**src/rtl/dds_sample_feeder_if.sv**
```systemverilog
// ---------------------------------------------------------------------------
// dds_sample_feeder_if
// Waveform-ROM fetch handshake between the DDS sample feeder and the ROM.
//   RomReq   feeder -> ROM  fetch request, held until acknowledged
//   RomAddr  feeder -> ROM  fetch address, stable while RomReq is high
//   RomAck   ROM -> feeder  data valid (may assert in the first RomReq cycle)
//   RomData  ROM -> feeder  sample word, valid while RomAck is high
// ---------------------------------------------------------------------------
interface dds_sample_feeder_if #(
    parameter int ADDR_W = 10,
    parameter int DATA_W = 12
);
    logic              RomReq;
    logic [ADDR_W-1:0] RomAddr;
    logic              RomAck;
    logic [DATA_W-1:0] RomData;

    // Feeder side
    modport master (
        output RomReq,
        output RomAddr,
        input  RomAck,
        input  RomData
    );

    // ROM side
    modport slave (
        input  RomReq,
        input  RomAddr,
        output RomAck,
        output RomData
    );
endinterface

```
**src/rtl/dds_sample_feeder.sv**
```systemverilog
// ---------------------------------------------------------------------------
// dds_sample_feeder
// Paces waveform-ROM fetches at the DDSMode rate, owns the 32-bit phase
// accumulator and keeps the two-deep sample history for the interpolator.
//   Fg_CLK       system clock, rising edge
//   Fg_RESETn    asynchronous active-low reset
//   DDSMode      rate select (1/10/100/1000/10000 clocks per sample)
//   TuningWord   phase increment, sampled at accepted ticks
//   RunEn        enables sample ticks
//   ClrUnderrun  synchronous clear of Underrun
//   rom          ROM request/acknowledge handshake (master side)
//   out_1/out_2  newest / previous sample, sample placed at bits [29:18]
//   DDSEnable    one-cycle pulse when a new history has been committed
//   Underrun     sticky flag, a tick arrived while a fetch was outstanding
// ---------------------------------------------------------------------------
module dds_sample_feeder #(
    parameter int ADDR_W = 10,
    parameter int DATA_W = 12
) (
    input  logic                Fg_CLK,
    input  logic                Fg_RESETn,
    input  logic [2:0]          DDSMode,
    input  logic [31:0]         TuningWord,
    input  logic                RunEn,
    input  logic                ClrUnderrun,
    dds_sample_feeder_if.master rom,
    output logic [31:0]         out_1,
    output logic [31:0]         out_2,
    output logic                DDSEnable,
    output logic                Underrun
);
    localparam int CNT_W = 14;  // holds 9999

    typedef enum logic {
        IDLE  = 1'b0,
        FETCH = 1'b1
    } state_t;

    state_t            state;
    state_t            state_next;
    logic              busy;

    logic [31:0]       phase;
    logic [31:0]       phase_next;
    logic [ADDR_W-1:0] addr_q;
    logic [CNT_W-1:0]  cnt;
    logic [CNT_W-1:0]  period_last;
    logic [2:0]        mode_q;

    logic              mode_change;
    logic              tick;
    logic              ack;
    logic              accept;
    logic              drop;

    // Terminal count D-1 for the selected rate; unused codes run every clock.
    always_comb begin
        // NOTE: every always_comb output gets a default first so no latch is inferred.
        period_last = '0;
        case (DDSMode)
            3'd1:    period_last = CNT_W'(9);
            3'd2:    period_last = CNT_W'(99);
            3'd3:    period_last = CNT_W'(999);
            3'd4:    period_last = CNT_W'(9999);
            default: period_last = '0;
        endcase
    end

    // A mode change restarts the period and suppresses the tick on that edge.
    assign mode_change = (DDSMode != mode_q);
    assign tick        = RunEn && !mode_change && (cnt == period_last);
    assign ack         = busy && rom.RomAck;
    // A tick can ride on the commit edge, which keeps mode 0 back-to-back.
    assign accept      = tick && (!busy || ack);
    assign drop        = tick && busy && !ack;
    assign phase_next  = phase + TuningWord;

    // ---- control FSM: state register ----
    always_ff @(posedge Fg_CLK or negedge Fg_RESETn) begin
        if (!Fg_RESETn) begin
            state <= IDLE;
        end else begin
            // NOTE: sequential state uses non-blocking assignments so all
            // registers see pre-edge values regardless of process order.
            state <= state_next;
        end
    end

    // ---- control FSM: next state ----
    always_comb begin
        state_next = state;
        case (state)
            IDLE:  if (accept)          state_next = FETCH;
            FETCH: if (ack && !accept)  state_next = IDLE;
        endcase
    end

    // ---- control FSM: outputs ----
    always_comb begin
        busy        = (state == FETCH);
        rom.RomReq  = busy;
        rom.RomAddr = addr_q;
    end

    // ---- datapath ----
    always_ff @(posedge Fg_CLK or negedge Fg_RESETn) begin
        if (!Fg_RESETn) begin
            phase     <= '0;
            addr_q    <= '0;
            cnt       <= '0;
            mode_q    <= '0;
            out_1     <= '0;
            out_2     <= '0;
            DDSEnable <= 1'b0;
            Underrun  <= 1'b0;
        end else begin
            mode_q <= DDSMode;

            if (!RunEn || mode_change || tick) begin
                cnt <= '0;
            end else begin
                cnt <= cnt + CNT_W'(1);
            end

            if (accept) begin
                phase  <= phase_next;
                addr_q <= phase_next[31 -: ADDR_W];
            end

            DDSEnable <= ack;
            if (ack) begin
                out_2 <= out_1;
                out_1 <= {2'b00, rom.RomData, {(30 - DATA_W){1'b0}}};
            end

            // A drop on the same edge as a clear keeps the flag set.
            if (drop) begin
                Underrun <= 1'b1;
            end else if (ClrUnderrun) begin
                Underrun <= 1'b0;
            end
        end
    end
endmodule

```
**src/flat_wrapper.sv**
```systemverilog
// flat-port wrapper written by rule: the top's interface ports become plain ports
module dds_sample_feeder_flat 
#(
    parameter int ADDR_W = 10,
    parameter int DATA_W = 12
)
  (Fg_CLK, Fg_RESETn, DDSMode, TuningWord, RunEn, ClrUnderrun, out_1, out_2, DDSEnable, Underrun, rom_RomReq, rom_RomAddr, rom_RomAck, rom_RomData);
  dds_sample_feeder_if #(.ADDR_W(ADDR_W), .DATA_W(DATA_W)) rom_i ();
  input  logic Fg_CLK;
  input  logic Fg_RESETn;
  input  logic [2:0] DDSMode;
  input  logic [31:0] TuningWord;
  input  logic RunEn;
  input  logic ClrUnderrun;
  output logic [31:0] out_1;
  output logic [31:0] out_2;
  output logic DDSEnable;
  output logic Underrun;
  output wire logic [$bits(rom_i.RomReq)-1:0] rom_RomReq;
  output wire logic [$bits(rom_i.RomAddr)-1:0] rom_RomAddr;
  input wire logic [$bits(rom_i.RomAck)-1:0] rom_RomAck;
  input wire logic [$bits(rom_i.RomData)-1:0] rom_RomData;
  assign rom_RomReq = rom_i.RomReq;
  assign rom_RomAddr = rom_i.RomAddr;
  assign rom_i.RomAck = rom_RomAck;
  assign rom_i.RomData = rom_RomData;
  dds_sample_feeder #(.ADDR_W(ADDR_W), .DATA_W(DATA_W)) u_core (.Fg_CLK(Fg_CLK), .Fg_RESETn(Fg_RESETn), .DDSMode(DDSMode), .TuningWord(TuningWord), .RunEn(RunEn), .ClrUnderrun(ClrUnderrun), .rom(rom_i), .out_1(out_1), .out_2(out_2), .DDSEnable(DDSEnable), .Underrun(Underrun));
endmodule
```
**config.mk**
```make
export PLATFORM = sky130hd
export DESIGN_NAME = dds_sample_feeder_flat
export DESIGN_NICKNAME = d
export VERILOG_FILES = /design/src/rtl/dds_sample_feeder_if.sv /design/src/rtl/dds_sample_feeder.sv /design/src/flat_wrapper.sv
export SDC_FILE = /design/constraint.sdc
export NUM_CORES = 1
export LEC_CHECK = 0
export CAP_MARGIN = 40
export CORE_MARGIN = 2
export CORE_UTILIZATION = 31
export DETAILED_ROUTE_END_ITERATION = 8
export PLACE_DENSITY = 0.66
export RECOVER_POWER = 100
export SYNTH_ARGS = -nofsm -noshare
export SYNTH_HDL_FRONTEND = slang
export SYNTH_SLANG_ARGS = --single-unit
```
**constraint.sdc**
```tcl
create_clock -name Fg_CLK -period 2.5 [get_ports Fg_CLK]
set_clock_uncertainty 0.1 [all_clocks]
set_input_delay 0.5 -clock Fg_CLK [delete_from_list [all_inputs] [get_ports Fg_CLK]]
set_output_delay 0.5 -clock Fg_CLK [all_outputs]
set_load 0.005 [all_outputs]
```
# Yosys cells after proc, flatten, opt, wreduce, memory -nomap -nowiden
# Cells that the tools add are included.
# W data, S select, Z words.
[word_totals] reg_bits=86 input_bits=52 out_inout_bits=77 elab_cells=41
[classes] n_addsub=2 n_eq_ne=6 n_mux=7 bitwise_logic=1 n_reduce_logical=16
[op_table] cell="$pmux W14 S4" count=1
[op_table] cell="$add A32 B32 Y32" count=1
[op_table] cell="$add A14 B1 Y14 const B" count=1
[op_table] cell="$eq A14 B14 Y1" count=1
[op_table] cell="$mux W14" count=1
[op_table] cell="$logic_and A1 B1 Y1" count=7
[op_table] cell="$eq A3 B2 Y1 const B" count=2
[op_table] cell="$logic_not A1 Y1" count=5
[op_table] cell="$mux W1" count=4
[op_table] cell="$eq A3 B1 Y1 const B" count=1
[op_table] cell="$eq A3 B3 Y1 const B" count=1
[op_table] cell="$logic_or A1 B1 Y1" count=3
[op_table] cell="$ne A3 B3 Y1" count=1
[op_table] cell="$pmux W1 S2" count=1
[op_table] cell="$reduce_bool A2 Y1" count=1
[op_table] cell="$not A1 Y1" count=1

# Depth between registers and ports, before layout
# Gate-level depths: netlist of run 1.
[depth] ltp_word=9 depth_mapped=11 ltp_nobuf=10

# Worst setup path after synthesis of run 1
# No wires, ideal clock.
[synth_timing] path_type="input port to flip-flop" from="in TuningWord[0]" to="reg u_core.phase[12]" setup_ns=0.133 t_arrival_ns=2.362 required_ns=2.267 slack_ns=-0.095 path_stages=10 path_buffers=0 cell_sequence="ha_1 -> fa_1 -> a21oi_1 -> o21ai_0 -> o311a_1 -> nor4_1 -> nor3_1 -> a31oi_1 -> xor2_1 -> o21ai_0"
[synth_via] elab_chain_len=1
[synth_rtl] element="from (decl)" line_no="flat_wrapper.sv:12" text="input logic [31:0] TuningWord;"
[synth_rtl] element="$add A32 B32 Y32" line_no="dds_sample_feeder.sv:76" text="assign phase_next = phase + TuningWord;"
[synth_rtl] element="to (signal assigned)" line_no="dds_sample_feeder.sv:126" text="phase <= phase_next;"
[synth_rtl] element="to (decl)" line_no="dds_sample_feeder.sv:43" text="logic [31:0] phase;"
# Every way passes these cells.
# A chain may end at the register's enable or synchronous reset.

# Final worst setup path of run 1
# Same ends and word-level chain as after synthesis.

==> results of run 1 <==
==> layer usage <==
metal / global-route usage, % / vias to the layer above / part of all wire, % / wire, um
li1: - / 2236 / - / -
met1: 18.9 / 2120 / 43 / 5800
met2: 24.9 / 112 / 50 / 6810
met3: 4.56 / 12 / 5.7 / 775
met4: 3.82 / 0 / 0.84 / 113
met5: 0 / - / 0 / 0
==> flip-flops by register name, summed over array words and instances (netlist names) <==
name and cells:
u_core.DDSEnable 1, u_core.Underrun 1, u_core.cnt 14, u_core.mode_q 3
u_core.out_1 12, u_core.out_2 12, u_core.phase 23, u_core.rom.RomAddr 9
u_core.rom.RomReq 1
==> through the flow <==
stage	instance area, um2	setup WS [ns]	util [%]	std cells
2_1_floorplan	5270	-0.0154	-	590
3_3_place_gp	6740	-0.756	42.1	928
3_5_place_dp	6740	-0.752	42.1	928
4_1_cts	7430	-0.158	46.4	951
5_1_grt	7770	-0.178	48.5	962
6_report	7770	-0.101	48.5	962
==> cell families (layout without fill, tap and decap cells) <==
kind of cell,count (synthesis),after routing,synth area share (%)
fa+ha+maj,33,33,8.22
other cells,1,40,0.0733
compound gates,132,132,15.8
xor+xnor,48,48,8.22
buf+inv,78,232,9.78
flops,76,76,37.2
simple gates,154,156,14.1
mux,29,29,6.65
==> layout by cell type, fill, tap and decap left out, types with 9 or more instances in the layout <==
master                            synthesis  layout
sky130_fd_sc_hd__buf_4                   50     104
sky130_fd_sc_hd__dfrtp_1                 76      76
sky130_fd_sc_hd__nand2_1                 61      58
sky130_fd_sc_hd__conb_1                   1      40
sky130_fd_sc_hd__dlygate4sd3_1            0      38
sky130_fd_sc_hd__nor2_1                  36      35
sky130_fd_sc_hd__clkdlybuf4s50_1          0      31
sky130_fd_sc_hd__xnor2_1                 30      28
sky130_fd_sc_hd__mux2_2                  24      24
sky130_fd_sc_hd__o21ai_1                 11      22
sky130_fd_sc_hd__o21ai_0                 38      20
sky130_fd_sc_hd__a21oi_1                 33      18
sky130_fd_sc_hd__xor2_1                  18      18
sky130_fd_sc_hd__ha_1                    32      16
sky130_fd_sc_hd__ha_4                     0      16
sky130_fd_sc_hd__a21o_1                  10      10
sky130_fd_sc_hd__a21oi_2                  0      10
sky130_fd_sc_hd__dlygate4sd2_1            0      10
sky130_fd_sc_hd__inv_1                    9       9
sky130_fd_sc_hd__nand3_1                 10       9
sky130_fd_sc_hd__clkbuf_16                0       9
==> power groups by stage <==
stage	registers [mW]	logic, mW	clock network (mW)
4_1_cts	1.55	2.41	1.44
5_1_grt	1.59	2.86	1.50
3_3_place_gp	1.55	2.13	0
3_5_place_dp	1.56	2.15	0
6_report	1.56	2.62	1.41
2_1_floorplan	1.53	1.25	0
==> timing repair <==
action,in CTS,in global routing
setup buffers,5,12
endpoints found under the setup margin,32,32
cloned,3,0
pin swaps,38,47
gates resized for setup,74,60
hold endpoints to repair,0,0
==> worst max-delay path, delay by kind of cell <==
kind | cells | cell delay (ns)
AOI/OAI and AO/OA | 5 | 0.85
and+or+nand+nor | 2 | 0.30
buffers and inverters | 2 | 0.37
xor gates and xnor gates | 1 | 0.19
adders and majority gates | 2 | 0.54
==> path summary, 6_finish.rpt <==
check	from	endpoint	slack, ns	cells after the start
max	TuningWord[0]	u_core.phase[12]	-0.10	12
min	Fg_RESETn	u_core.phase[0]	0.27	1
max reg2reg	u_core.phase[0]	u_core.phase[12]	-0.10	11
min reg2reg	u_core.phase[31]	u_core.phase[31]	0.36	1
max in group asynchronous	Fg_RESETn	u_core.out_2[19]	0.61	2
min in group Fg_CLK	u_core.phase[31]	u_core.phase[31]	0.36	1
==> cell type report <==
| cell class | instances | area, um2 |
|---|---|---|
| fillers | 1513 | 8230 |
| multi-input cells | 438 | 3420 |
| flip-flops and latches | 76 | 1900 |
| repair buffers | 207 | 1830 |
| well taps | 216 | 270 |
| clock buffers | 9 | 225 |
| clock inverters | 7 | 87.6 |
| inverters | 9 | 33.8 |
==> metrics.cfg, run 1 <==
[clock_network]
clk_root_buffer_cell=sky130_fd_sc_hd__clkbuf_16
worst_setup_hold_path_clk_slew_ns=0.07
clock_latency_ns=0.35
cts-buffers-inserted=9
clk_path_buf_depth=2
tritoncts=yes
clock_sink_count=76
cts_hold_buf=0
clock_tree.htree_level_count=3

[setup_path]
worstSetupPathType=input port to flip-flop
slowest_stage=sky130_fd_sc_hd__fa_2
category_of_the_worst_setup_path_capture_point=flip-flop
critical_path_required_ns=2.64
timing.critical_path.slowest_cell_delay_ns=0.37
kind_of_launch_point_of_the_worst_setup_path=input port
worstPathCellList=dlygate4sd2_1 > ha_4 > fa_2 > a21oi_4 > buf_6 > o21ai_2 > o311a_1 > nor4_2 > nor3_2 > a31oi_1 > xor2_1 > o21ai_1
critical_path_peak_fanout=2
cp_data_arrival_time_ns=2.74

[synthesis]
post_synth_edffs=0
synth.ff_latch_count=76
synth_flop_cell=sky130_fd_sc_hd__dfrtp_1
ys_warn_count=0
yosys-top-cells-count=76 x sky130_fd_sc_hd__dfrtp_1, 61 x sky130_fd_sc_hd__nand2_1, 50 x sky130_fd_sc_hd__buf_4, 38 x sky130_fd_sc_hd__o21ai_0, 36 x sky130_fd_sc_hd__nor2_1
synth_largest_type_area_fraction_pct=37.2
async_flop_share_pct=100
synthDistinctLibCells=57
post_synth_instance_area_um2=5110
netlist_instances=551
synth_sequential_area_ratio_pct=37.2
synthDominantAreaCellType=sky130_fd_sc_hd__dfrtp_1
ys_top_cells_by_area=sky130_fd_sc_hd__dfrtp_1 37%, sky130_fd_sc_hd__ha_1 7.8%, sky130_fd_sc_hd__buf_4 7.3%
synthMostInstantiatedCell=sky130_fd_sc_hd__dfrtp_1
syn_area_per_cell_um2=9.28

[route]
vias_per_cell=4.66
dr.first_iter.drc_count=155
drc=0
antenna_violating_nets_post_route=0
num_vias=4480
routed_wire_per_std_cell_um=14.0
firstDrtPassIters=4
detail_route.wirelength_mm=13.5

[sta]
holdWs_ns=0.267
final-max-slew-violation-count=0
max_clock_freq_ghz=0.384
worstMarginPinSlew_ns=1.24
maxSlewHeadroom_pct=17.3
setup_violating_endpoint_count_in_the_final_report=2
final.min_clock_period_ns=2.60
period_share_pct=104
final.setup.tns_ns=-0.104
timing.final.hold_violations=0
final_setup_slack_of_the_worst_path_ns=-0.101
rsz0062_at_grt=true

[run_status]
failed_checks=negative setup slack
status=finished with violations

[die]
floorplan.core_area_um2=16000
design.die.area_um2=17500
fp.dieW_um=132
core.rowCount=46
die_height_um=132
pin_count=129
floorplan.initialDensity_pct=32.0

[global_route]
largest_net_degree_at_the_start_of_global_routing=44
first_global_vias=4426
global_route_wire_length_before_repair_mm=21.3
globalRouteOverflowTotal=0
number_of_antenna_violations_at_the_first_check_in_global_routing=0
grt_usage_pct=14.9

[cells_and_area]
layout-area-overhead-vs-synth_pct=51.8
layout-drive-gt1-share_pct=32.0
final_antenna_diode_count=0
final_net_count=826

[power]
power_switching_mw=1.96
clkPwrFrac_pct=25.2
worst_vdd_ir_uv=465
power.share.combinational_pct=46.9
power_report.internal_total_mw=3.63
total_power_mw=5.59
power-per-cell-area_nw_per_um2=720
sequentialPowerShare_pct=27.9
p_leak_nw=3.71
sw_frac_of_total_pct=35.1

[job]
maxCapViolCount=0

[placed_design]
place_hpwl_mm=9.26
port_buffers=88
globalplace.congestion=0.865

[worst_hold_path]
min_path_type=input port to asynchronous set/reset pin

No activity file was read; power rests on OpenSTA's default activity.
==> run 2: changes to the inputs <==
--- a/config.mk
+++ b/config.mk
@@ -7,10 +7,11 @@
 export LEC_CHECK = 0
 export CAP_MARGIN = 40
 export CORE_MARGIN = 2
-export CORE_UTILIZATION = 31
+export CORE_UTILIZATION = 45
 export DETAILED_ROUTE_END_ITERATION = 8
-export PLACE_DENSITY = 0.66
+export PLACE_DENSITY = 0.86
 export RECOVER_POWER = 100
+export SLEW_MARGIN = 20
 export SYNTH_ARGS = -nofsm -noshare
 export SYNTH_HDL_FRONTEND = slang
 export SYNTH_SLANG_ARGS = --single-unit
==> metrics.cfg, run 2 (synthesized netlist as in run 1, its figures left out) <==
[sta]
final.min_clock_period_ns=2.66  ; +0.0585 ns
holdWs_ns=0.340  ; +0.0726 ns
max_clock_freq_ghz=0.376  ; -2.2%
maxSlewHeadroom_pct=10.6  ; -6.7 points
worstMarginPinSlew_ns=1.34  ; +0.0998 ns
final.setup.tns_ns=-1.35  ; -1.25 ns
setup_violating_endpoint_count_in_the_final_report=17  ; +15
final-max-slew-violation-count=0  ; unchanged
final_setup_slack_of_the_worst_path_ns=-0.160  ; -0.0585 ns
timing.final.hold_violations=0  ; unchanged
rsz0062_at_grt=true
period_share_pct=106  ; +2.3 points

[cells_and_area]
layout-drive-gt1-share_pct=30.4  ; -1.6 points
final.fill_count=765  ; -49%
final_antenna_diode_count=0  ; unchanged
final_core_occ_pct=67.8  ; +19 points
most-common-layout-cells=112 x sky130_fd_sc_hd__buf_4, 76 x sky130_fd_sc_hd__dfrtp_1, 60 x sky130_fd_sc_hd__nand2_1, 40 x sky130_fd_sc_hd__conb_1, 38 x sky130_fd_sc_hd__dlygate4sd3_1
most_common_library_cell_in_the_layout_ignoring_fill_and_taps=sky130_fd_sc_hd__buf_4
finalNonFillerCells=883  ; -8.2%
regMostFlops=u_core.phase
flip_flop_count_of_the_largest_register_after_layout=23  ; unchanged
finalInstanceArea_um2=7440  ; -4.2%
largest_registers=u_core.phase (23), u_core.cnt (14)
final_net_count=823  ; -0.36%
layout-area-overhead-vs-synth_pct=45.5

[power]
sw_frac_of_total_pct=36.2  ; +1.1 points
clkPwrFrac_pct=23.6  ; -1.6 points
power-per-cell-area_nw_per_um2=748  ; +3.9%
sequentialPowerShare_pct=28.1  ; +0.2 points
p_leak_nw=3.58  ; -3.7%
power.share.combinational_pct=48.3  ; +1.4 points
power_report.internal_total_mw=3.55  ; -2.2%
power_switching_mw=2.02  ; +2.8%
total_power_mw=5.56  ; -0.45%
worst_vdd_ir_uv=523  ; +12%

[clock_network]
clock_tree.htree_level_count=3  ; unchanged
tritoncts=yes
cts-buffers-inserted=9  ; unchanged
clk_root_buffer_cell=sky130_fd_sc_hd__clkbuf_16
cts_hold_buf=0  ; unchanged
clock_sink_count=76  ; unchanged
clock_latency_ns=0.35  ; about the same
clk_path_buf_depth=2  ; unchanged
worst_setup_hold_path_clk_slew_ns=0.06  ; about the same

[die]
floorplan.initialDensity_pct=46.6  ; +15 points
core.rowCount=38  ; -17%
floorplan.core_area_um2=11000  ; -31%
pin_count=129  ; unchanged
die_height_um=111  ; -16%
design.die.area_um2=12200  ; -30%
fp.dieW_um=111  ; -16%

[placed_design]
dp_slack_ns=-0.719  ; +0.0332 ns
port_buffers=88  ; unchanged
placedCellCount=846  ; -8.8%
globalplace.congestion=0.943  ; +9.0%
placement.cell_area_um2=6610  ; -1.9%
place_hpwl_mm=9.58  ; +3.5%

[setup_path]
slowest_stage=sky130_fd_sc_hd__nor3_1
worstPathCellList=clkdlybuf4s50_1 > ha_1 > nand2_1 > nor3_1 > a2111oi_4 > a21oi_2 > a31oi_1 > xor2_1 > nor2_2 > xor2_1
timing.critical_path.slowest_cell_delay_ns=0.44  ; +0.07 ns
worst_path_dominant_cell_family=simple AND/OR/NAND/NOR gates
cp_common_cell=sky130_fd_sc_hd__xor2_1
cp_data_arrival_time_ns=2.82  ; +0.08 ns
regToRegStartpoint=u_core.phase[2]
register_to_register_path_setup_slack_ns=-0.13  ; -0.03 ns
worst-path-buf-inv=1  ; -1
critical_path_required_ns=2.66  ; +0.02 ns
category_of_the_worst_setup_path_capture_point=flip-flop
critical_path_cell_count=10  ; -2
worstSetupPathType=input port to flip-flop
worstReg2RegEnd=u_core.rom.RomAddr[2]
timing.critical_path.from=TuningWord[13]
critical_path_peak_fanout=4  ; +2
worstSetupEndpoint=u_core.phase[31]
kind_of_launch_point_of_the_worst_setup_path=input port
worstRegToRegCells=12  ; +1

[run_status]
status=finished with violations
failed_checks=negative setup slack

[global_route]
global_route_wire_length_before_repair_mm=23.1  ; +8.6%
number_of_antenna_violations_at_the_first_check_in_global_routing=0  ; unchanged
largest_net_degree_at_the_start_of_global_routing=52  ; +18%
globalRouteOverflowTotal=0  ; unchanged
grt_usage_pct=23.0  ; +8.1 points
first_global_vias=4958  ; +12%

[worst_hold_path]
min_path_type=input port to asynchronous set/reset pin

[route]
detail_route.wirelength_mm=15.4  ; +14%
firstDrtPassIters=5  ; +1
antenna_violating_nets_post_route=0  ; unchanged
routed_wire_per_std_cell_um=17.4  ; +24%
dr.first_iter.drc_count=285  ; +84%
vias_per_cell=5.60  ; +20%
num_vias=4946  ; +10%
drc=0  ; unchanged

[job]
maxCapViolCount=0  ; unchanged

## run 2: cell types whose count changed in the layout (fill, tap and decap cells not counted), moves of 4 or more
cell,before,now
sky130_fd_sc_hd__ha_4,16,10
sky130_fd_sc_hd__o21ai_1,22,18
sky130_fd_sc_hd__dlymetal6s2s_1,6,1
sky130_fd_sc_hd__ha_1,16,21
sky130_fd_sc_hd__buf_4,104,112
sky130_fd_sc_hd__buf_6,6,1
sky130_fd_sc_hd__clkdlybuf4s50_1,31,35
## run 2: final cells by class
type                    count  area (um2)  share of cell area (%)
inverters                   9        33.8                   0.454
clock inverters             5        61.3                   0.824
multi-input cells         436        3270                    43.9
repair buffers            206        1770                    23.8
flip-flops and latches     76        1900                    25.6
well taps                 140         175                    2.35
clock buffers              11         233                    3.13
## run 2: power by group through the flow
| stage | Combinational [mW] | Sequential, mW | Clock (mW) |
|---|---|---|---|
| floorplan | 1.25 | 1.53 | 0 |
| global placement | 2.07 | 1.55 | 0 |
| detailed placement | 2.15 | 1.56 | 0 |
| CTS | 2.40 | 1.56 | 1.34 |
| global route | 2.87 | 1.58 | 1.39 |
| finish | 2.69 | 1.56 | 1.31 |
## run 2: how the worst min path moves through the flow
stage,startpoint,end,slack [ns],cells after the start
global route,u_core.phase[5],u_core.phase[5],0.42,2
CTS,Fg_RESETn,u_core.out_2[20],0.07,1
finish,Fg_RESETn,u_core.out_2[20],0.34,1
floorplan,Fg_RESETn,u_core.DDSEnable,0.10,0
detailed placement,u_core.phase[21],u_core.phase[21],0.38,2
global placement,u_core.phase[9],u_core.phase[9],0.37,2
## run 2: repair_timing
| item | 4_1_cts | 5_1_grt |
|---|---|---|
| gates resized for setup | 68 | 33 |
| endpoints found under the setup margin | 32 | 33 |
| pin swaps | 37 | 31 |
| setup buffers | 15 | 7 |
## run 2: metal layers
metal	GRT usage (%)	vias to the layer above	wire (um)
li1	-	2225	-
met1	25.2	2337	5480
met2	39.9	295	7730
met3	7.46	89	1280
met4	11.9	0	863
met5	0	-	0
